--- config.mk ---
export PLATFORM = sky130hd
export DESIGN_NAME = screensaver_motion
export DESIGN_NICKNAME = d
export VERILOG_FILES = /design/src/rtl/screensaver_motion.sv
export SDC_FILE = /design/constraint.sdc
export NUM_CORES = 1
export LEC_CHECK = 0
export BUFFER_PORTS_ARGS = -buffer_cell sky130_fd_sc_hd__buf_2
export CORE_ASPECT_RATIO = 0.8
export CORE_MARGIN = 5
export CORE_UTILIZATION = 63
export CTS_BUF_LIST = sky130_fd_sc_hd__clkbuf_8
export DETAILED_ROUTE_END_ITERATION = 6
export PLACE_DENSITY = 0.88
export SYNTH_ARGS = -nofsm -noshare
export SYNTH_HDL_FRONTEND = slang
export SYNTH_SLANG_ARGS = --single-unit
--- constraint.sdc ---
create_clock -name clk_25_175 -period 4.2 [get_ports clk_25_175]
set_input_delay 0.84 -clock clk_25_175 [delete_from_list [all_inputs] [get_ports clk_25_175]]
set_output_delay 0.84 -clock clk_25_175 [all_outputs]
set_load 0.01 [all_outputs]
--- src/rtl/screensaver_motion.sv ---
// rtl/screensaver_motion.sv - per-frame bouncing-logo position and tint controller
// Optional SCREENSAVER_SPEEDUP_EN: corner hits raise the step size, saturating at 8.
module screensaver_motion #(
  parameter int H_ACTIVE = 640,
  parameter int V_ACTIVE = 480,
  parameter int LOGO_W   = 128,
  parameter int LOGO_H   = 64,
  parameter int SPEED    = 2,
  parameter int X_INIT   = 100,
  parameter int Y_INIT   = 50
) (
  input  logic        clk_25_175,
  input  logic        rst,
  input  logic        frame_start,
  input  logic        pause,
  output logic [9:0]  logo_x,
  output logic [9:0]  logo_y,
  output logic [11:0] tint,
  output logic        bounce,
  output logic        corner_hit,
  output logic        busy
);

  localparam logic [10:0] XMAX = 11'(H_ACTIVE - LOGO_W);
  localparam logic [10:0] YMAX = 11'(V_ACTIVE - LOGO_H);

  typedef enum logic [1:0] {IDLE, UPD_X, UPD_Y, COLOR} state_t;

  state_t      state_q, state_d;
  logic [9:0]  x_q, x_d, y_q, y_d;
  logic        dx_q, dx_d, dy_q, dy_d;   // 1 = moving towards 0
  logic        hx_q, hx_d, hy_q, hy_d;
  logic [2:0]  pal_q, pal_d;
  logic        bounce_q, bounce_d, corner_q, corner_d, busy_q, busy_d;
  logic [9:0]  step;

`ifdef SCREENSAVER_SPEEDUP_EN
  logic [3:0]  spd_q, spd_d;
  assign step = {6'd0, spd_q};
`else
  assign step = 10'(SPEED);
`endif

  always_ff @(posedge clk_25_175 or posedge rst) begin
    if (rst) begin
      state_q  <= IDLE;
      x_q      <= 10'(X_INIT);
      y_q      <= 10'(Y_INIT);
      dx_q     <= 1'b0;
      dy_q     <= 1'b0;
      hx_q     <= 1'b0;
      hy_q     <= 1'b0;
      pal_q    <= 3'd0;
      bounce_q <= 1'b0;
      corner_q <= 1'b0;
      busy_q   <= 1'b0;
`ifdef SCREENSAVER_SPEEDUP_EN
      spd_q    <= 4'(SPEED);
`endif
    end else begin
      state_q  <= state_d;
      x_q      <= x_d;
      y_q      <= y_d;
      dx_q     <= dx_d;
      dy_q     <= dy_d;
      hx_q     <= hx_d;
      hy_q     <= hy_d;
      pal_q    <= pal_d;
      bounce_q <= bounce_d;
      corner_q <= corner_d;
      busy_q   <= busy_d;
`ifdef SCREENSAVER_SPEEDUP_EN
      spd_q    <= spd_d;
`endif
    end
  end

  always_comb begin
    state_d  = state_q;
    x_d      = x_q;
    y_d      = y_q;
    dx_d     = dx_q;
    dy_d     = dy_q;
    hx_d     = hx_q;
    hy_d     = hy_q;
    pal_d    = pal_q;
    bounce_d = 1'b0;
    corner_d = 1'b0;
    busy_d   = busy_q;
`ifdef SCREENSAVER_SPEEDUP_EN
    spd_d    = spd_q;
`endif
    case (state_q)
      IDLE: begin
        if (frame_start && !pause) begin
          state_d = UPD_X;
          busy_d  = 1'b1;
        end
      end
      UPD_X: begin
        // Edge tests run at 11 bits so x+step cannot wrap.
        if (!dx_q) begin
          if (({1'b0, x_q} + {1'b0, step}) >= XMAX) begin
            x_d  = XMAX[9:0];
            dx_d = 1'b1;
            hx_d = 1'b1;
          end else begin
            x_d = x_q + step;
          end
        end else begin
          if (x_q <= step) begin
            x_d  = 10'd0;
            dx_d = 1'b0;
            hx_d = 1'b1;
          end else begin
            x_d = x_q - step;
          end
        end
        state_d = UPD_Y;
      end
      UPD_Y: begin
        if (!dy_q) begin
          if (({1'b0, y_q} + {1'b0, step}) >= YMAX) begin
            y_d  = YMAX[9:0];
            dy_d = 1'b1;
            hy_d = 1'b1;
          end else begin
            y_d = y_q + step;
          end
        end else begin
          if (y_q <= step) begin
            y_d  = 10'd0;
            dy_d = 1'b0;
            hy_d = 1'b1;
          end else begin
            y_d = y_q - step;
          end
        end
        state_d = COLOR;
      end
      default: begin
        if (hx_q || hy_q) begin
          pal_d    = pal_q + 3'd1;
          bounce_d = 1'b1;
        end
        if (hx_q && hy_q) begin
          corner_d = 1'b1;
`ifdef SCREENSAVER_SPEEDUP_EN
          if (spd_q < 4'd8) spd_d = spd_q + 4'd1;
`endif
        end
        hx_d    = 1'b0;
        hy_d    = 1'b0;
        busy_d  = 1'b0;
        state_d = IDLE;
      end
    endcase
  end

  always_comb begin
    case (pal_q)
      3'd0:    tint = 12'hF00;
      3'd1:    tint = 12'hF80;
      3'd2:    tint = 12'hFF0;
      3'd3:    tint = 12'h0F0;
      3'd4:    tint = 12'h0FF;
      3'd5:    tint = 12'h00F;
      3'd6:    tint = 12'hF0F;
      default: tint = 12'hFFF;
    endcase
  end

  assign logo_x     = x_q;
  assign logo_y     = y_q;
  assign bounce     = bounce_q;
  assign corner_hit = corner_q;
  assign busy       = busy_q;

endmodule

==> impl_metrics.yaml <==
run_status:
  status: "finished, final reports clean"
sta:
  fmax_mhz: 356
  skew_ns: 0.00819
  finalMaxSlewViolations: 0
  hold_viol_final: 0
  grt_setup_unrepaired: "no"
  min_period_ns: 2.81
  holdWs_ns: 0.497
  tns_ns: 0
  finalCritPeriodShare_pct: 67.0
  maxSlewHeadroom_pct: 9.08
  finalSetupViolCount: 0
  tightestPinTransition_ns: 1.35
final_layout:
  antenna_cells: 0
  utilization_pct: 73.0
  layout_commonest_cell: "buf_2"
  final_cell_count_no_fill: 349
  final_nets: 324
  drive_above_1_share_pct: 19.5
  final_cell_mix: "buf_2 (36), nand2_1 (25), nor2_1 (24), dfrtp_1 (24), a21oi_1 (19)"
  area_delta_synth_final_pct: 9.14
  design_area_um2: 2570
logic_synthesis:
  ys_warn_count: 0
  synthFlopType: "dfrtp_1"
  yosysTopAreaCell: "dfrtp_1"
  synth_edf_count: 0
  ys_seq_elements: 30
  synth_area_um2: 2350
  synthDominantCellAreaShare_pct: 25.5
  netlist_instances: 284
  synth_cell_types: 62
  synth.top_cells.by_area: "dfrtp_1 (26%), ha_1 (7.4%), dfstp_2 (6.7%), a21oi_1 (4.0%), nand2_1 (4.0%)"
  async_reset_ff_share_pct: 100
  avgSynthCellArea_um2: 8.29
  ys_seq_area_share_pct: 32.2
clock_tree:
  cts_setup_buffers: 0
  path_clk_slew_ns: 0.07
  worstSkewPairLatency_ns: 0.28
  cts_resized: 0
  h-tree-depth: 2
  cts_buffers: 5
  clock_path_buffers: 2
  cts_tree: "yes"
  cts_sinks: 30
  hold_buffers: 0
  clockRootBuffer: "clkbuf_8"
global_routing:
  antenna_found_initial: 0
  grt.overflow.total: 0
  grt_max_degree: 31
  grt_pass1_wl_um: 9740
  first_global_vias: 2062
  track_usage_pct: 23.7
critical_path:
  critPathLaunch: "pal_q[0]"
  cp_max_fo: 4
  end_kind: "output port"
  cp-start-kind: "register"
  required_ns: 3.36
  endpoint: "tint[10]"
  timing.rr.end: "logo_x[6]"
  ff2ff_setup_slack_ns: 1.43
  crit_arrival_ns: 1.97
  r2r_cells: 5
  crit_type: "register to output port"
  rr_startpoint: "logo_x[7]"
detailed_routing:
  num_vias: 2344
  drc: 0
  vias_per_cell: 6.72
  drtIter0Drc: 471
  antenna_left: 0
  first_pass_iters: 5
  routedWlPerCell_um: 16.3
  wirelength_um: 5700
placement:
  dp.final_hpwl_um: 4090
  dp_cells: 341
  post_dp_cell_area_um2: 2460
  numPortBuffers: 36
  place_congestion: 0.908
flow_run:
  drv_cap: 0
power:
  internal_power_uw: 937
  leakage_uw: 0.00115
  peakVddDrop_mv: 0.465
  powerDensity_nw_per_um2: 695
  swShare_pct: 47.5
  power_frac_seq_pct: 32.9
  combPwrFrac_pct: 51.7
  pwr-share-clk_pct: 15.4
  p_switching_uw: 849
die:
  io_pins: 39
  core_area_um2: 3520
  die_x_um: 78.4
  die_area_um2: 5070
  initial_utilization_pct: 66.9
  num_rows: 19
  die_y_um: 64.7
worst_hold_path:
  hold_path.class: "register to register"
[power by group through the flow]
stage                     clock (uW)  combinational [uW]  sequential, uW
final                            275                 924             587
after global routing             293                1030             616
after CTS                        276                 917             581
after detailed placement           0                 910             585
after global placement             0                 882             575
after floorplan                    0                 755             520
[layout make-up]
type / count / area [um2]
clock buffer: 8 / 110
fill: 275 / 948
multi-input combinational: 214 / 1390
tap: 42 / 52.6
inverter: 18 / 67.6
timing repair buffer: 37 / 188
sequential: 30 / 758
[state kept, by name, summed over array words and instances, names as in the netlist]
| name | flops |
|---|---|
| state_q | 2 |
| logo_y | 9 |
| dy_q | 1 |
| hy_q | 1 |
| dx_q | 1 |
| pal_q | 3 |
| bounce | 1 |
| hx_q | 1 |
| logo_x | 9 |
| busy | 1 |
| corner_hit | 1 |
[cell families (layout without fill, tap and decap cells)]
logic type	Yosys count	after routing	synth area share (%)
AOI/OAI and AO/OA	91	91	26.3
xor gates and xnor gates	2	2	0.744
adders and majority gates	14	14	7.44
buffers and inverters	41	63	8.77
DFF	30	30	32.2
muxes	3	3	1.33
other	1	2	0.159
and+or+nand+nor	102	102	23.1
[how the worst min path moves through the flow]
stage	depth (start not counted)	slack [ns]	end	startpoint
6_report	1	0.50	busy	busy
5_1_grt	1	0.56	busy	busy
4_1_cts	1	0.51	busy	busy
3_5_place_dp	1	0.49	busy	busy
3_3_place_gp	1	0.47	busy	busy
2_1_floorplan	1	0.51	pal_q[2]	pal_q[2]
[per-layer routing]
layer  part of all wire [%]  track usage, %  up-vias
met1                     44            35.0     1075
li1                       -               -     1094
met2                     42            35.0      159
met4                    1.6            6.33        0
met5                      0               0        -
met3                     12            5.54       16
[worst max-delay path, cell delays in order (launching register included)]
cell	delay, ns
dfrtp_1	0.40
inv_1	0.11
ha_1	0.24
nor3_1	0.34
o21ai_0	0.14
a31oi_1	0.27
buf_2	0.18
[synthesized netlist by cell type, types with 6 or more instances]
cell,instances
nor2_1,24
buf_4,11
a31oi_1,6
a21oi_1,19
clkbuf_1,8
dfrtp_1,24
dfstp_2,6
ha_1,14
nand3_1,8
nand2_1,25
o22ai_1,6
nor3_1,8
o21ai_0,16
inv_1,16
nor4_1,6
[metrics by stage]
stage,power (uW),worst slack (ns)
2_1_floorplan,1280,1.73
3_3_place_gp,1460,1.64
3_5_place_dp,1500,1.52
4_1_cts,1770,1.36
5_1_grt,1940,1.19
6_report,1790,1.39
No activity file was read; power rests on OpenSTA's default activity.
